File: config.mk
export PLATFORM = sky130hd
export DESIGN_NAME = rx_frame_sched
export DESIGN_NICKNAME = d
export VERILOG_FILES = /design/src/rtl/rx_pkg.sv /design/src/rtl/rx_sat_cnt.sv /design/src/rtl/rx_frame_sched.sv
export SDC_FILE = /design/constraint.sdc
export NUM_CORES = 1
export LEC_CHECK = 0
export ABC_CLOCK_PERIOD_IN_PS = 2100
export BUFFER_PORTS_ARGS = -buffer_cell sky130_fd_sc_hd__buf_2
export CAP_MARGIN = 20
export CELL_PAD_IN_SITES_DETAIL_PLACEMENT = 0
export CELL_PAD_IN_SITES_GLOBAL_PLACEMENT = 1
export CORE_ASPECT_RATIO = 0.6
export CORE_MARGIN = 2
export CORE_UTILIZATION = 30
export DETAILED_ROUTE_END_ITERATION = 10
export GPL_TIMING_DRIVEN = 0
export HOLD_SLACK_MARGIN = 0.08
export PLACE_DENSITY_LB_ADDON = 0.08
export SLEW_MARGIN = 20
export SYNTH_ARGS = -nofsm -noshare
export SYNTH_HDL_FRONTEND = slang
export SYNTH_SLANG_ARGS = --single-unit
File: constraint.sdc
create_clock -name rxclk -period 2.1 [get_ports rxclk]
set_input_delay 0 -clock rxclk [delete_from_list [all_inputs] [get_ports rxclk]]
set_output_delay 0 -clock rxclk [all_outputs]
set_load 0.01 [all_outputs]
File: src/rtl/rx_pkg.sv
// Shared types and constants for the receive frame scheduler.
package rx_pkg;

    typedef enum logic [1:0] {
        IDLE   = 2'd0,
        RECV   = 2'd1,
        CHECK  = 2'd2,
        COMMIT = 2'd3
    } rx_sched_st_t;

    localparam int RX_AW     = 14;
    localparam int RX_MAXLEN = 1500;
    localparam int RX_CNT_W  = 16;
    localparam int RX_BCNT_W = 11;

endpackage

File: src/rtl/rx_sat_cnt.sv
// Saturating event counter with synchronous clear; holds at all-ones.
module rx_sat_cnt
    import rx_pkg::*;
#(
    parameter int W = RX_CNT_W
) (
    input  logic         rxclk,
    input  logic         rst_n,
    input  logic         clr,
    input  logic         inc,
    output logic [W-1:0] cnt
);

    logic [W-1:0] cnt_r;

    // counter register: clear wins over increment, stop at the ceiling
    always_ff @(posedge rxclk or negedge rst_n) begin
        if (!rst_n) begin
            cnt_r <= {W{1'b0}};
        end else if (clr) begin
            cnt_r <= {W{1'b0}};
        end else if (inc && (cnt_r != {W{1'b1}})) begin
            cnt_r <= cnt_r + W'(1);
        end else begin
            cnt_r <= cnt_r;
        end
    end

    assign cnt = cnt_r;

endmodule

File: src/rtl/rx_frame_sched.sv
// Ping-pong frame store write scheduler with drop/overflow handling.
// Statistics counters are built only when RX_FRAME_SCHED_STAT_EN is defined.
module rx_frame_sched
    import rx_pkg::*;
#(
    parameter int MAXLEN = RX_MAXLEN,
    parameter int AW     = RX_AW
) (
    input  logic                rxclk,
    input  logic                rst_n,
    input  logic                rxctl,
    input  logic                din_vld,
    input  logic [7:0]          din,
    input  logic [AW-1:0]       din_addr,
    input  logic [AW-1:0]       din_cycle,
    input  logic                frame_ack,
    output logic                wr_en,
    output logic                wr_bank,
    output logic [AW-1:0]       wr_addr,
    output logic [7:0]          wr_data,
    output logic                rd_bank,
    output logic                frame_rdy,
    output logic [RX_CNT_W-1:0] drop_cnt,
    output logic [RX_CNT_W-1:0] ovf_cnt
);

    rx_sched_st_t          state_r, state_nx;
    logic [RX_BCNT_W-1:0]  bcnt_r;
    logic                  err_r;
    logic [AW-1:0]         last_addr_r;
    logic                  wr_en_r, wr_bank_r, frame_rdy_r;
    logic [AW-1:0]         wr_addr_r;
    logic [7:0]            wr_data_r;

    logic                  start_s, swap_s, bad_s, accept_s, reject_s;

    // a byte is unusable if the cycle is empty, the address is outside it, or the frame is full
    assign bad_s    = (din_cycle == {AW{1'b0}}) || (din_addr >= din_cycle) ||
                      (bcnt_r >= RX_BCNT_W'(MAXLEN));
    assign accept_s = (state_r == RECV) && din_vld && !bad_s;
    assign reject_s = (state_r == RECV) && din_vld && bad_s;

    // state register
    always_ff @(posedge rxclk or negedge rst_n) begin
        if (!rst_n) begin
            state_r <= IDLE;
        end else begin
            state_r <= state_nx;
        end
    end

    // next-state logic and frame start / bank swap strobes
    always_comb begin
        state_nx = state_r;
        start_s  = 1'b0;
        swap_s   = 1'b0;
        case (state_r)
            IDLE: begin
                if (rxctl) begin
                    state_nx = RECV;
                    start_s  = 1'b1;
                end else begin
                    state_nx = IDLE;
                end
            end
            RECV: begin
                if (!rxctl) begin
                    state_nx = CHECK;
                end else begin
                    state_nx = RECV;
                end
            end
            CHECK: begin
                if (err_r || (bcnt_r == {RX_BCNT_W{1'b0}})) begin
                    state_nx = IDLE;
                end else if (last_addr_r == (din_cycle - AW'(1))) begin
                    state_nx = COMMIT;
                end else begin
                    state_nx = IDLE;
                end
            end
            COMMIT: begin
                state_nx = IDLE;
                if (!frame_rdy_r || frame_ack) begin
                    swap_s = 1'b1;
                end else begin
                    swap_s = 1'b0;
                end
            end
            default: begin
                state_nx = IDLE;
            end
        endcase
    end

    // write port, per-frame bookkeeping, bank and ready flag
    always_ff @(posedge rxclk or negedge rst_n) begin
        if (!rst_n) begin
            wr_en_r     <= 1'b0;
            wr_addr_r   <= {AW{1'b0}};
            wr_data_r   <= 8'h00;
            last_addr_r <= {AW{1'b0}};
            bcnt_r      <= {RX_BCNT_W{1'b0}};
            err_r       <= 1'b0;
            wr_bank_r   <= 1'b0;
            frame_rdy_r <= 1'b0;
        end else begin
            wr_en_r <= accept_s;
            if (accept_s) begin
                wr_addr_r   <= din_addr;
                wr_data_r   <= din;
                last_addr_r <= din_addr;
            end
            if (start_s) begin
                bcnt_r <= {RX_BCNT_W{1'b0}};
                err_r  <= 1'b0;
            end else begin
                if (accept_s) begin
                    bcnt_r <= bcnt_r + RX_BCNT_W'(1);
                end
                if (reject_s) begin
                    err_r <= 1'b1;
                end
            end
            // a swap coinciding with an ack leaves the ready flag set for the new bank
            if (swap_s) begin
                wr_bank_r   <= ~wr_bank_r;
                frame_rdy_r <= 1'b1;
            end else if (frame_ack) begin
                frame_rdy_r <= 1'b0;
            end
        end
    end

`ifdef RX_FRAME_SCHED_STAT_EN
    logic drop_s, ovf_s;

    assign drop_s = (state_r == CHECK) && (err_r || (bcnt_r == {RX_BCNT_W{1'b0}}));
    assign ovf_s  = (state_r == COMMIT) && frame_rdy_r && !frame_ack;

    rx_sat_cnt #(.W(RX_CNT_W)) u_drop_cnt (
        .rxclk (rxclk),
        .rst_n (rst_n),
        .clr   (1'b0),
        .inc   (drop_s),
        .cnt   (drop_cnt)
    );

    rx_sat_cnt #(.W(RX_CNT_W)) u_ovf_cnt (
        .rxclk (rxclk),
        .rst_n (rst_n),
        .clr   (1'b0),
        .inc   (ovf_s),
        .cnt   (ovf_cnt)
    );
`else
    assign drop_cnt = {RX_CNT_W{1'b0}};
    assign ovf_cnt  = {RX_CNT_W{1'b0}};
`endif

    assign wr_en     = wr_en_r;
    assign wr_addr   = wr_addr_r;
    assign wr_data   = wr_data_r;
    assign wr_bank   = wr_bank_r;
    assign rd_bank   = ~wr_bank_r;
    assign frame_rdy = frame_rdy_r;

endmodule

==> impl_metrics.env <==
export IMPL_outcome="finished clean"
export IMPL_wl_met2_um=2870
export IMPL_power_density_nw_per_um2=737
export IMPL_wl_met3_um=447
export IMPL_root_buffer="sky130_fd_sc_hd__clkbuf_16"
export IMPL_numPortBuffers=66
export IMPL_core_um2=8620
export IMPL_preCtsSetupSlack_ns=-0.394
export IMPL_startpoint_to_endpoint_class_of_the_critical_path="reg2reg"
export IMPL_worst_clock_skew_ns=0.00441
export IMPL_htree_num_levels=2
export IMPL_vias_in_the_first_global_route=2320
export IMPL_largest_family_of_logic_cells_by_synthesized_area="simple AND/OR/NAND/NOR gates"
export IMPL_critPathBufInv=1
export IMPL_detailroute_via_count=2373
export IMPL_hold_class="in2reg"
export IMPL_std_cell_rows=26
export IMPL_regToRegSetupSlack_ns=0.05
export IMPL_antenna_violating_nets_post_route=0
export IMPL_design_portCount=99
export IMPL_asyncSetResetFlopFracSynth_pct=100
export IMPL_synth_yosys_warnings=0
export IMPL_synth_area_um2=2710
export IMPL_cpLargestDelayFamily="simple AND/OR/NAND/NOR gates"
export IMPL_final_hold_worst_slack_ns=0.151
export IMPL_grt_setup_unrepaired="yes"
export IMPL_drt_initial_drc_count=86
export IMPL_viasPerCell=4.48
export IMPL_layout_core_utilization_pct=45.2
export IMPL_design_die_area_um2=9820
export IMPL_complex_gate_fraction_of_the_synthesized_area_pct=12.2
export IMPL_setup_violations_final=0
export IMPL_yosys_area_share_simple_pct=15.5
export IMPL_hold_path_startpoint="din_vld"
export IMPL_ys_seq_area_share_pct=36.1
export IMPL_post_dp_hpwl_um=5580
export IMPL_areaGrowthSynthToFinish_pct=44.1
export IMPL_yosys_area_share_adder_pct=7.86
export IMPL_grt_max_degree=40
export IMPL_synth_top_area_share_pct=36.1
export IMPL_drt_drc_violations_left=0
export IMPL_layout_cell_share_with_drive_strength_beyond_1_pct=38.0
export IMPL_synth_ff_latch_count=39
export IMPL_crit_path_cell_chain="a31o_2 -> o311ai_4 -> and3_1 -> nand4_1 -> buf_6 -> or4b_4 -> a21oi_2"
export IMPL_timing_slew_headroom_pct=37.2
export IMPL_postSynthCellCount=278
export IMPL_clock_sinks=39
export IMPL_worst_path_max_delay_cell="sky130_fd_sc_hd__dfrtp_1"
export IMPL_top_layer="met4"
export IMPL_place_area_um2=3290
export IMPL_vdd_drop_max_v=0.000347
export IMPL_worst_r2r_startpoint="bcnt_r[9]"
export IMPL_cts_tree="yes"
export IMPL_synthDominantAreaCellType="sky130_fd_sc_hd__dfrtp_1"
export IMPL_slowest_delay_ns=0.48
export IMPL_arr_time_crit_path_ns=2.27
export IMPL_cp_data_required_time_ns=2.31
export IMPL_hold_violations=0
export IMPL_syn_area_per_cell_um2=9.73
export IMPL_yosys_top_cells_area="sky130_fd_sc_hd__dfrtp_1 (36%), sky130_fd_sc_hd__buf_4 (9.4%), sky130_fd_sc_hd__mux2_2 (8.7%)"
export IMPL_max_freq_mhz=487
export IMPL_grt_first_pass_wirelength_um=11800
export IMPL_globalplace_congestion=0.814
export IMPL_clock_path_buffers=2
export IMPL_grt_overflow_total=0
export IMPL_final_critical_path_setup_slack_ns=0.0478
export IMPL_crit_start="bcnt_r[9]"
export IMPL_first_pass_iters=4
export IMPL_max_cap_violations=0
export IMPL_post_route_period_util_pct=97.7
export IMPL_synth_flop_cell="sky130_fd_sc_hd__dfrtp_1"
export IMPL_fillCellCount=882
export IMPL_synthDistinctLibCells=47
export IMPL_worstSetupStartpointType="register"
export IMPL_timing_max_transition_violations_final=0
export IMPL_met1Wirelength_um=4000
export IMPL_critPathCaptureType="register"
export IMPL_antenna_found_initial=0
export IMPL_synthXorXnorAreaFrac_pct=6.48
export IMPL_final_period_minus_worst_setup_slack_ns=2.05
export IMPL_clock_latency_ns=0.28
export IMPL_synth_edff_count=0
export IMPL_leakage_nw=1.93
export IMPL_antenna_cells=0
export IMPL_crit_path_max_fanout=8
export IMPL_fp_dieW_um=127
export IMPL_final_net_count=475
export IMPL_initial_core_util_pct=31.4
export IMPL_worst_setup_hold_path_clk_slew_ns=0.06
export IMPL_routed_wirelength_um=7360
export IMPL_wire_per_inst_um=13.9
export IMPL_dieHeight_um=77.6
export IMPL_slew_of_the_pin_with_the_lowest_slew_margin_ns=0.942
export IMPL_synth_mux_area_fraction_pct=8.74
export IMPL_tritoncts_buffer_count=5
export IMPL_grt_total_usage_pct=15.3
export IMPL_design_area_final_um2=3900
-- path summary, 6_finish.rpt --
kind	end	depth (start not counted)
max in group asynchronous	wr_data[1]	2
max	bcnt_r[9]	7
min reg2reg	wr_bank	1
max reg2reg	bcnt_r[9]	7
min in group asynchronous	wr_addr[3]	2
min	err_r	5
-- worst reg2reg max path: stages, from the launching register on --
cell and delay [ns]:
sky130_fd_sc_hd__dfrtp_1 0.48, sky130_fd_sc_hd__a31o_2 0.29, sky130_fd_sc_hd__o311ai_4 0.09, sky130_fd_sc_hd__and3_1 0.19, sky130_fd_sc_hd__nand4_1 0.14, sky130_fd_sc_hd__buf_6 0.18
sky130_fd_sc_hd__or4b_4 0.48, sky130_fd_sc_hd__a21oi_2 0.13
-- routing by layer --
| layer | vias up | track usage, % |
|---|---|---|
| met5 | - | 0 |
| met2 | 61 | 20.3 |
| met3 | 4 | 4.48 |
| met4 | 0 | 3.41 |
| li1 | 1212 | - |
| met1 | 1096 | 23.9 |
-- cell type report --
class / count / area, um^2 / area share [%]
flip-flops and latches: 39 / 976 / 25.0
well taps: 112 / 140 / 3.60
clock buffers: 6 / 139 / 3.56
clock inverters: 2 / 35.0 / 0.899
multi-input cells: 211 / 1590 / 40.7
repair buffers: 101 / 659 / 16.9
plain buffers: 36 / 274 / 7.03
inverters: 23 / 86.3 / 2.22
-- synth_stat cells, types with 2 or more instances --
cell,number
sky130_fd_sc_hd__dfrtp_1,39
sky130_fd_sc_hd__buf_4,34
sky130_fd_sc_hd__inv_1,23
sky130_fd_sc_hd__mux2_2,21
sky130_fd_sc_hd__ha_1,17
sky130_fd_sc_hd__a21oi_1,13
sky130_fd_sc_hd__xnor2_1,13
sky130_fd_sc_hd__nand2_1,12
sky130_fd_sc_hd__nand3_1,12
sky130_fd_sc_hd__nor2_1,9
sky130_fd_sc_hd__o21ai_0,9
sky130_fd_sc_hd__nand4_1,7
sky130_fd_sc_hd__xor2_1,7
sky130_fd_sc_hd__o31ai_1,5
sky130_fd_sc_hd__or4_1,5
sky130_fd_sc_hd__nand2b_1,4
sky130_fd_sc_hd__nor3_1,4
sky130_fd_sc_hd__nor4_1,4
sky130_fd_sc_hd__a21o_1,3
sky130_fd_sc_hd__a31oi_1,3
sky130_fd_sc_hd__or3_1,3
sky130_fd_sc_hd__and2_1,2
sky130_fd_sc_hd__and3_1,2
sky130_fd_sc_hd__buf_2,2
sky130_fd_sc_hd__o311ai_2,2
sky130_fd_sc_hd__o41ai_1,2
-- layout by cell type, fill, tap and decap left out, drive strengths merged, types with 7 or more instances in the layout --
cell type / n
a21oi: 13
dfrtp: 39
nand3: 12
xor2: 7
dlygate4sd3: 25
nand4: 7
o21ai: 9
nand2: 12
buf: 112
mux2: 21
nor2: 9
conb: 32
xnor2: 13
inv: 23
ha: 17
-- sequential cells by signal, summed over array words and instances (netlist names) --
register and flops:
frame_rdy 1, wr_addr 14, wr_data 8, wr_bank 1
state_r 2, err_r 1, bcnt_r 11, wr_en 1
-- where the power goes --
group          switching, mW  internal (mW)
clock network          0.306          0.591
registers              0.128          0.904
logic                  0.459          0.485
-- cell families after synthesis --
family          Yosys count
buf+inv                  59
mux                      21
simple gates             73
flops                    39
other cells               1
compound gates           48
xor+xnor                 20
fa+ha+maj                17
-- per-stage QoR --
step           total power [mW]  std cells  TNS [ns]
3_3_place_gp               1.91        487     -9.19
3_5_place_dp               1.91        487     -9.33
4_1_cts                    2.90        529         0
5_1_grt                    3.05        530    -0.251
2_1_floorplan              1.58        309         0
6_report                   2.87        530         0
-- repair_timing --
item | in CTS | in global routing
endpoints found under the hold margin | 64 | 0
endpoints found under the setup margin | 25 | 30
setup buffers | 9 | 1
pin swaps | 8 | 9
gates resized for setup | 7 | 16
hold buffers | 25 | 0
(Power assumes the default switching activity.)
